==> config.mk <==
export PLATFORM = sky130hd
export DESIGN_NAME = mpsoc_wb_uart_transmitter
export DESIGN_NICKNAME = d
export VERILOG_FILES = /design/src/rtl/mpsoc_wb_uart_transmitter.sv
export SDC_FILE = /design/constraint.sdc
export NUM_CORES = 1
export LEC_CHECK = 0
export ABC_AREA = 1
export BUFFER_PORTS_ARGS = -buffer_cell sky130_fd_sc_hd__clkbuf_2
export CORE_AREA = 2 2 119 121
export DETAILED_ROUTE_END_ITERATION = 16
export DIE_AREA = 0 0 121 123
export PLACE_DENSITY = 0.83
export SLEW_MARGIN = 20
export SYNTH_ARGS = -nofsm -noshare
export SYNTH_HDL_FRONTEND = slang
export SYNTH_SLANG_ARGS = --single-unit
==> constraint.sdc <==
create_clock -name clk_i -period 3.1 [get_ports clk_i]
set_input_delay 0.31 -clock clk_i [delete_from_list [all_inputs] [get_ports clk_i]]
set_output_delay 0.31 -clock clk_i [all_outputs]
set_load 0.1 [all_outputs]
==> src/rtl/mpsoc_wb_uart_transmitter.sv <==
// Wishbone UART transmit path: byte FIFO feeding an async-frame serializer clocked by the 16x baud strobe.
// Optional UART_TX_BREAK_EN: lcr_i[6] forces the serial line low while set.
module mpsoc_wb_uart_transmitter #(
    parameter int FIFO_DEPTH = 16,
    parameter int FIFO_AW    = 4
) (
    input  logic               clk_i,
    input  logic               rst_i,
    input  logic               enable_i,
    input  logic [7:0]         lcr_i,
    input  logic [7:0]         tx_dat_i,
    input  logic               tx_push_i,
    input  logic               tx_fifo_rst_i,
    output logic               stx_o,
    output logic [FIFO_AW:0]   tx_count_o,
    output logic               tx_full_o,
    output logic               thre_o,
    output logic               temt_o
);
    localparam logic [FIFO_AW:0] DEPTH_C = (FIFO_AW+1)'(FIFO_DEPTH);

    typedef enum logic [2:0] {IDLE, START, DATA, PARITY, STOP} state_t;

    state_t               state_reg, state_next;
    logic [3:0]           tick_reg, tick_next;
    logic [2:0]           bit_reg, bit_next;
    logic [7:0]           shift_reg, shift_next;
    logic                 par_reg, par_next;
    logic [7:0]           mem [FIFO_DEPTH];
    logic [FIFO_AW-1:0]   wr_ptr_reg, rd_ptr_reg;
    logic [FIFO_AW:0]     count_reg, count_next;
    logic                 stx_reg, thre_reg, temt_reg;
    logic                 stx_next, stx_line;
    logic                 pop, push_ok, fifo_empty, parity_bit;
    logic [2:0]           last_bit;
    logic [4:0]           stop_last;
    logic [7:0]           data_mask;
    logic [7:0]           head;

    assign fifo_empty = (count_reg == '0);
    assign push_ok    = tx_push_i && ((count_reg != DEPTH_C) || pop);
    assign count_next = count_reg + {{FIFO_AW{1'b0}}, push_ok} - {{FIFO_AW{1'b0}}, pop};
    assign head       = mem[rd_ptr_reg];
    assign last_bit   = 3'd4 + {1'b0, lcr_i[1:0]};
    // STOP length minus one, counted over {bit_reg[0], tick_reg}
    assign stop_last  = !lcr_i[2] ? 5'd15 : ((lcr_i[1:0] == 2'b00) ? 5'd23 : 5'd31);
    assign parity_bit = lcr_i[5] ? ~lcr_i[4] : (lcr_i[4] ? par_reg : ~par_reg);

    genvar gi;
    generate
        for (gi = 0; gi < 8; gi++) begin : g_mask
            assign data_mask[gi] = (3'(gi) <= last_bit);
        end
    endgenerate

    always_comb begin
        state_next = state_reg;
        tick_next  = tick_reg;
        bit_next   = bit_reg;
        shift_next = shift_reg;
        par_next   = par_reg;
        pop        = 1'b0;
        case (state_reg)
            IDLE: begin
                if (enable_i && !fifo_empty) begin
                    pop        = 1'b1;
                    shift_next = head;
                    par_next   = ^(head & data_mask);
                    tick_next  = 4'd0;
                    bit_next   = 3'd0;
                    state_next = START;
                end
            end
            START: begin
                if (enable_i) begin
                    tick_next = tick_reg + 4'd1;
                    if (tick_reg == 4'd15) begin
                        bit_next   = 3'd0;
                        state_next = DATA;
                    end
                end
            end
            DATA: begin
                if (enable_i) begin
                    tick_next = tick_reg + 4'd1;
                    if (tick_reg == 4'd15) begin
                        shift_next = {1'b0, shift_reg[7:1]};
                        // >= keeps the FSM moving if word length shrinks mid-frame
                        if (bit_reg >= last_bit) begin
                            bit_next   = 3'd0;
                            state_next = lcr_i[3] ? PARITY : STOP;
                        end else begin
                            bit_next = bit_reg + 3'd1;
                        end
                    end
                end
            end
            PARITY: begin
                if (enable_i) begin
                    tick_next = tick_reg + 4'd1;
                    if (tick_reg == 4'd15) begin
                        bit_next   = 3'd0;
                        state_next = STOP;
                    end
                end
            end
            STOP: begin
                if (enable_i) begin
                    tick_next = tick_reg + 4'd1;
                    if (tick_reg == 4'd15)
                        bit_next = bit_reg + 3'd1;
                    if ({bit_reg[0], tick_reg} >= stop_last) begin
                        tick_next  = 4'd0;
                        bit_next   = 3'd0;
                        state_next = IDLE;
                    end
                end
            end
            default: state_next = IDLE;
        endcase
    end

    always_comb begin
        stx_next = 1'b1;
        case (state_next)
            START:   stx_next = 1'b0;
            DATA:    stx_next = shift_next[0];
            PARITY:  stx_next = parity_bit;
            default: stx_next = 1'b1;
        endcase
    end

`ifdef UART_TX_BREAK_EN
    assign stx_line = lcr_i[6] ? 1'b0 : stx_next;
    logic unused_lcr;
    assign unused_lcr = lcr_i[7];
`else
    assign stx_line = stx_next;
    logic unused_lcr;
    assign unused_lcr = ^lcr_i[7:6];
`endif

    always_ff @(posedge clk_i) begin
        if (rst_i || tx_fifo_rst_i) begin
            state_reg  <= IDLE;
            tick_reg   <= 4'd0;
            bit_reg    <= 3'd0;
            shift_reg  <= 8'd0;
            par_reg    <= 1'b0;
            wr_ptr_reg <= '0;
            rd_ptr_reg <= '0;
            count_reg  <= '0;
            stx_reg    <= 1'b1;
            thre_reg   <= 1'b1;
            temt_reg   <= 1'b1;
        end else begin
            state_reg  <= state_next;
            tick_reg   <= tick_next;
            bit_reg    <= bit_next;
            shift_reg  <= shift_next;
            par_reg    <= par_next;
            if (push_ok)
                wr_ptr_reg <= wr_ptr_reg + FIFO_AW'(1);
            if (pop)
                rd_ptr_reg <= rd_ptr_reg + FIFO_AW'(1);
            count_reg  <= count_next;
            stx_reg    <= stx_line;
            thre_reg   <= (count_next == '0);
            temt_reg   <= (count_next == '0) && (state_next == IDLE);
        end
    end

    always_ff @(posedge clk_i) begin
        if (push_ok && !rst_i && !tx_fifo_rst_i)
            mem[wr_ptr_reg] <= tx_dat_i;
    end

    assign stx_o      = stx_reg;
    assign tx_count_o = count_reg;
    assign tx_full_o  = (count_reg == DEPTH_C);
    assign thre_o     = thre_reg;
    assign temt_o     = temt_reg;
endmodule

==> results of run 1 <==
-- power by group through the flow --
stage | clock (mW) | sequential (mW) | combinational [mW]
floorplan | 0 | 2.83 | 1.04
global placement | 0 | 2.60 | 1.54
detailed placement | 0 | 2.61 | 1.59
CTS | 2.16 | 2.56 | 1.60
global route | 2.26 | 2.57 | 1.84
finish | 2.14 | 2.56 | 1.67
-- metal layers --
metal,up-vias,track usage,share of wire
li1,2670,-,-
met4,0,0.0923,0.019
met1,2588,0.283,0.39
met5,-,0,0
met3,36,0.0577,0.080
met2,231,0.385,0.51
-- kinds of logic (layout without fill, tap and decap cells) --
group / Yosys count / in the layout / synth area share
AO/OA/AOI/OAI: 72 / 72 / 0.0552
XOR/XNOR: 10 / 10 / 0.0115
adder cells (fa/ha/maj): 17 / 17 / 0.0290
buffers and inverters: 138 / 187 / 0.0817
flip-flops: 167 / 167 / 0.609
AND/OR/NAND/NOR: 389 / 389 / 0.214
-- how the worst max path moves through the flow --
stage	startpoint	end	depth (start not counted)
global route	tx_count_o[3]	temt_o	19
finish	tx_count_o[2]	temt_o	19
floorplan	tx_count_o[2]	temt_o	19
CTS	tx_count_o[2]	temt_o	19
global placement	tx_count_o[2]	temt_o	19
detailed placement	tx_count_o[2]	temt_o	19
-- what timing repair did --
| item | 4_1_cts | 5_1_grt |
|---|---|---|
| pin swaps | 0 | 6 |
| resized for setup | 1 | 10 |
| endpoints found under the hold margin | 0 | 0 |
| endpoints found under the setup margin | 1 | 2 |
| buffers inserted | 0 | 1 |
-- tightest hold or removal path, delay by kind of cell --
kind	cells	cell delay, ns
compound gates	1	0.07
buf+inv	1	0.12
simple gates	1	0.11
-- per-stage QoR --
stage | std cells | power, mW | instance area [µm²] | utilization
2_1_floorplan | 793 | 3.87 | 7620 | -
3_3_place_gp | 989 | 4.14 | 7930 | 0.582
3_5_place_dp | 989 | 4.20 | 7930 | 0.582
4_1_cts | 1021 | 6.32 | 8530 | 0.626
5_1_grt | 1022 | 6.67 | 8570 | 0.629
6_report | 1022 | 6.37 | 8570 | 0.629
-- layout by cell type (no fill, tap or decap), drive strengths merged, types with 2 or more instances in the layout --
cell type | synthesis | final
ha | 16 | 16
nor3b | 2 | 2
edfxtp | 128 | 128
a31oi | 2 | 2
xor2 | 5 | 5
or2 | 4 | 4
buf | 24 | 17
o211ai | 8 | 8
o21ai | 34 | 34
nand4 | 2 | 2
nor3 | 5 | 5
nand2 | 211 | 211
a21oi | 16 | 16
nor2 | 79 | 79
dfxtp | 39 | 39
a22oi | 5 | 5
clkinv | 0 | 6
bufinv | 0 | 3
xnor2 | 5 | 5
inv | 111 | 115
clkbuf | 3 | 45
nand3 | 86 | 86
-- cell type report --
type | instances | area (µm²) | area share
clock buffers | 18 | 429 | 0.0501
clock inverters | 14 | 173 | 0.0202
inverters | 111 | 422 | 0.0492
multi-input cells | 488 | 2390 | 0.279
flip-flops and latches | 167 | 4640 | 0.542
well taps | 180 | 225 | 0.0263
repair buffers | 44 | 288 | 0.0336
==> impl_metrics.ini, run 1 <==
[yosys]
synth.area.top_cells = edfxtp_1 51%, dfxtp_1 10%, nand2_1 10%
synth_nets = 831
synth-edff-count = 128
synthDistinctLibCells = 39
synth-seq-cells = 167
yosysTopAreaCell = edfxtp_1
syn-instance-count = 793
ys.warnings.count = 0
synth_top_area_share = 0.506
ys_async_sr_fraction = 0
synth_area_per_cell_um2 = 9.58
synthesis.area_um2 = 7600
synth_most_common_cell = nand2_1
yosysSeqAreaShare = 0.609
synth_flop_cell = edfxtp_1
synth_common_cells = 206 x nand2_1, 128 x edfxtp_1, 105 x inv_1, 86 x nand3_1, 76 x nor2_1

[run_status]
outcome = completed

[grt]
grt_pass1_wl_mm = 25.7
grt_max_degree = 74
grt_usage = 0.228
antenna_found_initial = 0
grt.overflow.total = 0
grt_pass1_vias = 5329

[place]
globalplace.congestion = 0.874
io_buffers = 27
place_ws_ns = 0.0105
dp_hpwl_mm = 10.4

[clock_tree]
htreeDepth = 4
root_buffer = clkbuf_16
clock_path_buffers = 2
cts_tree = yes
worstSkewPairLatency_ns = 0.43
cts.sinks = 167
cts_hold_buffers = 0
clkTransAtPathRegs_ns = 0.06
numCtsBuffers = 17

[power_and_ir_drop]
seqPwrFrac = 0.402
p_leak_nw = 3.54
p_sw_mw = 2.10
peakVddDrop_uv = 660
power_density_nw_per_um2 = 744
p_int_mw = 4.27
p_clk_frac = 0.336
p_sw_frac = 0.330
comb_power_share = 0.262

[sta]
finalMaxSlewViolations = 0
finalHoldViolCount = 0
final-setup-viol-count = 0
skew_ns = 0.00578
fin_crit_sh = 0.934
setup_slack_ns = 0.204
fin_crit_ns = 2.90
timing.slew.headroom = 0.484
timing.hold.ws_ns = 0.224
max_clock_freq_ghz = 0.345
worst_pin_slew_ns = 0.771
tns_ns = 0

[drt]
drt-total-wl_mm = 16.1
via_count = 5525
drt-initial-drc-count = 584
via_per_inst = 5.41
route.antenna.remaining_nets = 0
wl_per_cell_um = 15.7
post-route-drc-count = 0
drtPass1Iterations = 6

[floorplan]
rows = 43
start_util = 0.558
core-area_um2 = 13600
die_h_um = 123
dieArea_um2 = 14900
die_x_um = 121
ios = 30

[final_layout]
fillers = 1038
drive_above_1_share = 0.126
layout.nets = 867
antenna_cells = 0
area_growth_pct = 12.7
largest_reg_flops = 128

[critical_path]
worstSetupEndpointType = flop
r2r_end = temt_o
cp.arrival_ns = 3.26
reg2reg_slack_ns = 0.20
regToRegStartpoint = tx_count_o[2]
crit_slowest_cell = fa_2
worst-path-buf-inv = 4
cp_max_fo = 7
criticalPathCategory = reg -> reg
reg2regPathDepth = 19
start_kind = flop
cp_top_family = simple AND/OR/NAND/NOR gates
critPathMaxStageDelay_ns = 0.36
path_cells = inv_1 -> ha_1 -> nand4_1 -> nand2_2 -> nor2_4 -> inv_2 -> nand2_2 -> nand2_4 -> inv_4 -> nor2_1 -> a21oi_1 -> ha_2 -> inv_1 -> fa_2 -> o21ai_2 -> xor2_1 -> nand4_1 -> o21ai_2 -> nor3b_2
worst-endpoint-required_ns = 3.46

[min_path]
whs_path_depth = 3
hold_class = in -> reg
worstHoldStart = tx_push_i
hold_path_end = wr_ptr_reg[1]

[job]
drv_cap = 0
(Power assumes the default switching activity.)
==> run 2: changes to the inputs <==
- GPL_TIMING_DRIVEN: not set -> 0
==> impl_metrics.ini, run 2 (synthesis results as in run 1) <==
[run_status]
outcome = completed

[critical_path]
regToRegStartpoint = tx_count_o[2]
cp_top_family = simple AND/OR/NAND/NOR gates
criticalPathCategory = reg -> reg
cp_max_fo = 6
start_kind = flop
reg2reg_slack_ns = 0.17
r2r_end = temt_o
worst-path-buf-inv = 4
path_cells = inv_1 -> ha_2 -> nand4_1 -> nand2_2 -> nor2_4 -> inv_4 -> nand2_2 -> nand2_4 -> inv_4 -> nor2_1 -> a21oi_1 -> ha_2 -> inv_1 -> fa_2 -> o21ai_2 -> xor2_1 -> nand4_1 -> o21ai_1 -> nor3b_2
critPathMaxStageDelay_ns = 0.40
worstSetupEndpointType = flop
reg2regPathDepth = 19
cp.arrival_ns = 3.29
crit_slowest_cell = fa_2
worst-endpoint-required_ns = 3.46

[sta]
timing.hold.ws_ns = 0.162
timing.slew.headroom = 0.352
setup_slack_ns = 0.174
final-setup-viol-count = 0
fin_crit_sh = 0.944
worst_pin_slew_ns = 0.968
skew_ns = 0.0134
finalMaxSlewViolations = 0
finalHoldViolCount = 0
fin_crit_ns = 2.93
tns_ns = 0
max_clock_freq_ghz = 0.342

[floorplan]
start_util = 0.558
rows = 43
die_h_um = 123
core-area_um2 = 13600
dieArea_um2 = 14900
ios = 30
die_x_um = 121

[grt]
grt_pass1_wl_mm = 27.3
antenna_found_initial = 0
grt_usage = 0.250
grt_max_degree = 17
grt_pass1_vias = 5387
grt.overflow.total = 0

[power_and_ir_drop]
power_mw = 6.55
power_density_nw_per_um2 = 754
p_leak_nw = 3.60
peakVddDrop_uv = 735

[final_layout]
drive_above_1_share = 0.142
layout_common_cells = 204 x nand2_1, 128 x edfxtp_1, 105 x inv_1, 86 x nand3_1, 74 x nor2_1
antenna_cells = 0
final_util = 0.638
final_common_cell = nand2_1
layout.cells.non_filler = 1042
area_growth_pct = 14.3
final_area_um2 = 8680
layout.nets = 888
largest_reg_flops = 128

[min_path]
hold_path_end = thre_o
hold_class = in -> reg
worstHoldStart = tx_fifo_rst_i
whs_path_depth = 3

[place]
io_buffers = 27
globalplace.congestion = 0.887
dp_hpwl_mm = 11.5
placedCellCount = 1000
post_dp_cell_area_um2 = 7980
place_ws_ns = -0.117

[clock_tree]
clock_path_buffers = 2
clkTransAtPathRegs_ns = 0.06
root_buffer = clkbuf_16
cts_tree = yes
htreeDepth = 4
cts.sinks = 167
numCtsBuffers = 17
worstSkewPairLatency_ns = 0.44

[drt]
drt-total-wl_mm = 17.9
route.antenna.remaining_nets = 0
drtPass1Iterations = 5
via_count = 5746
post-route-drc-count = 0
via_per_inst = 5.51
wl_per_cell_um = 17.2
drt-initial-drc-count = 714

[job]
drv_cap = 0
## run 2: cell count changes in the layout (fill, tap and decap cells not counted), moves of 2 or more
cell,previous run,this run
inv_8,2,0
buf_12,2,0
clkbuf_1,1,6
buf_2,0,10
clkinv_1,2,0
buf_6,0,10
## run 2: area by class of cell
type / instances / area [µm²]
Sequential cell: 167 / 4640
Inverter: 111 / 424
Multi-Input combinational cell: 488 / 2390
Tap cell: 180 / 225
Clock buffer: 20 / 437
Clock inverter: 11 / 148
Buffer: 26 / 196
Fill cell: 1001 / 4930
Timing Repair Buffer: 39 / 225
## run 2: how the worst max path moves through the flow
stage	startpoint	endpoint	slack [ns]	depth (start not counted)
after floorplan	tx_count_o[2]	temt_o	0.02	19
after global placement	tx_count_o[2]	temt_o	-0.09	19
after detailed placement	tx_count_o[2]	temt_o	-0.12	19
after CTS	tx_count_o[2]	temt_o	0.004	19
after global routing	tx_count_o[2]	temt_o	-0.03	19
final	tx_count_o[2]	temt_o	0.17	19
## run 2: tightest hold or removal path: cells and delay by family
family | cells | cell delay [ns]
and+or+nand+nor | 1 | 0.06
AOI/OAI and AO/OA | 1 | 0.10
buffers and inverters | 1 | 0.08
## run 2: metal layers
layer / vias to the layer above / routed length (µm) / global-route usage
met5: - / 0 / 0
met4: 0 / 602 / 0.121
met3: 56 / 1710 / 0.0581
met2: 320 / 8590 / 0.401
met1: 2657 / 6970 / 0.322
li1: 2713 / - / -
## run 2: power breakdown
group	switching [mW]	internal, mW
Clock	0.861	1.26
Sequential	0.0531	2.50
Combinational	1.28	0.593
## run 2: timing repair
item,in CTS,in global routing
pin swaps,1,9
endpoints found under the hold margin,0,0
hold buffers,0,0
setup endpoints to repair,1,2
gates resized for setup,2,10
buffers inserted,2,10
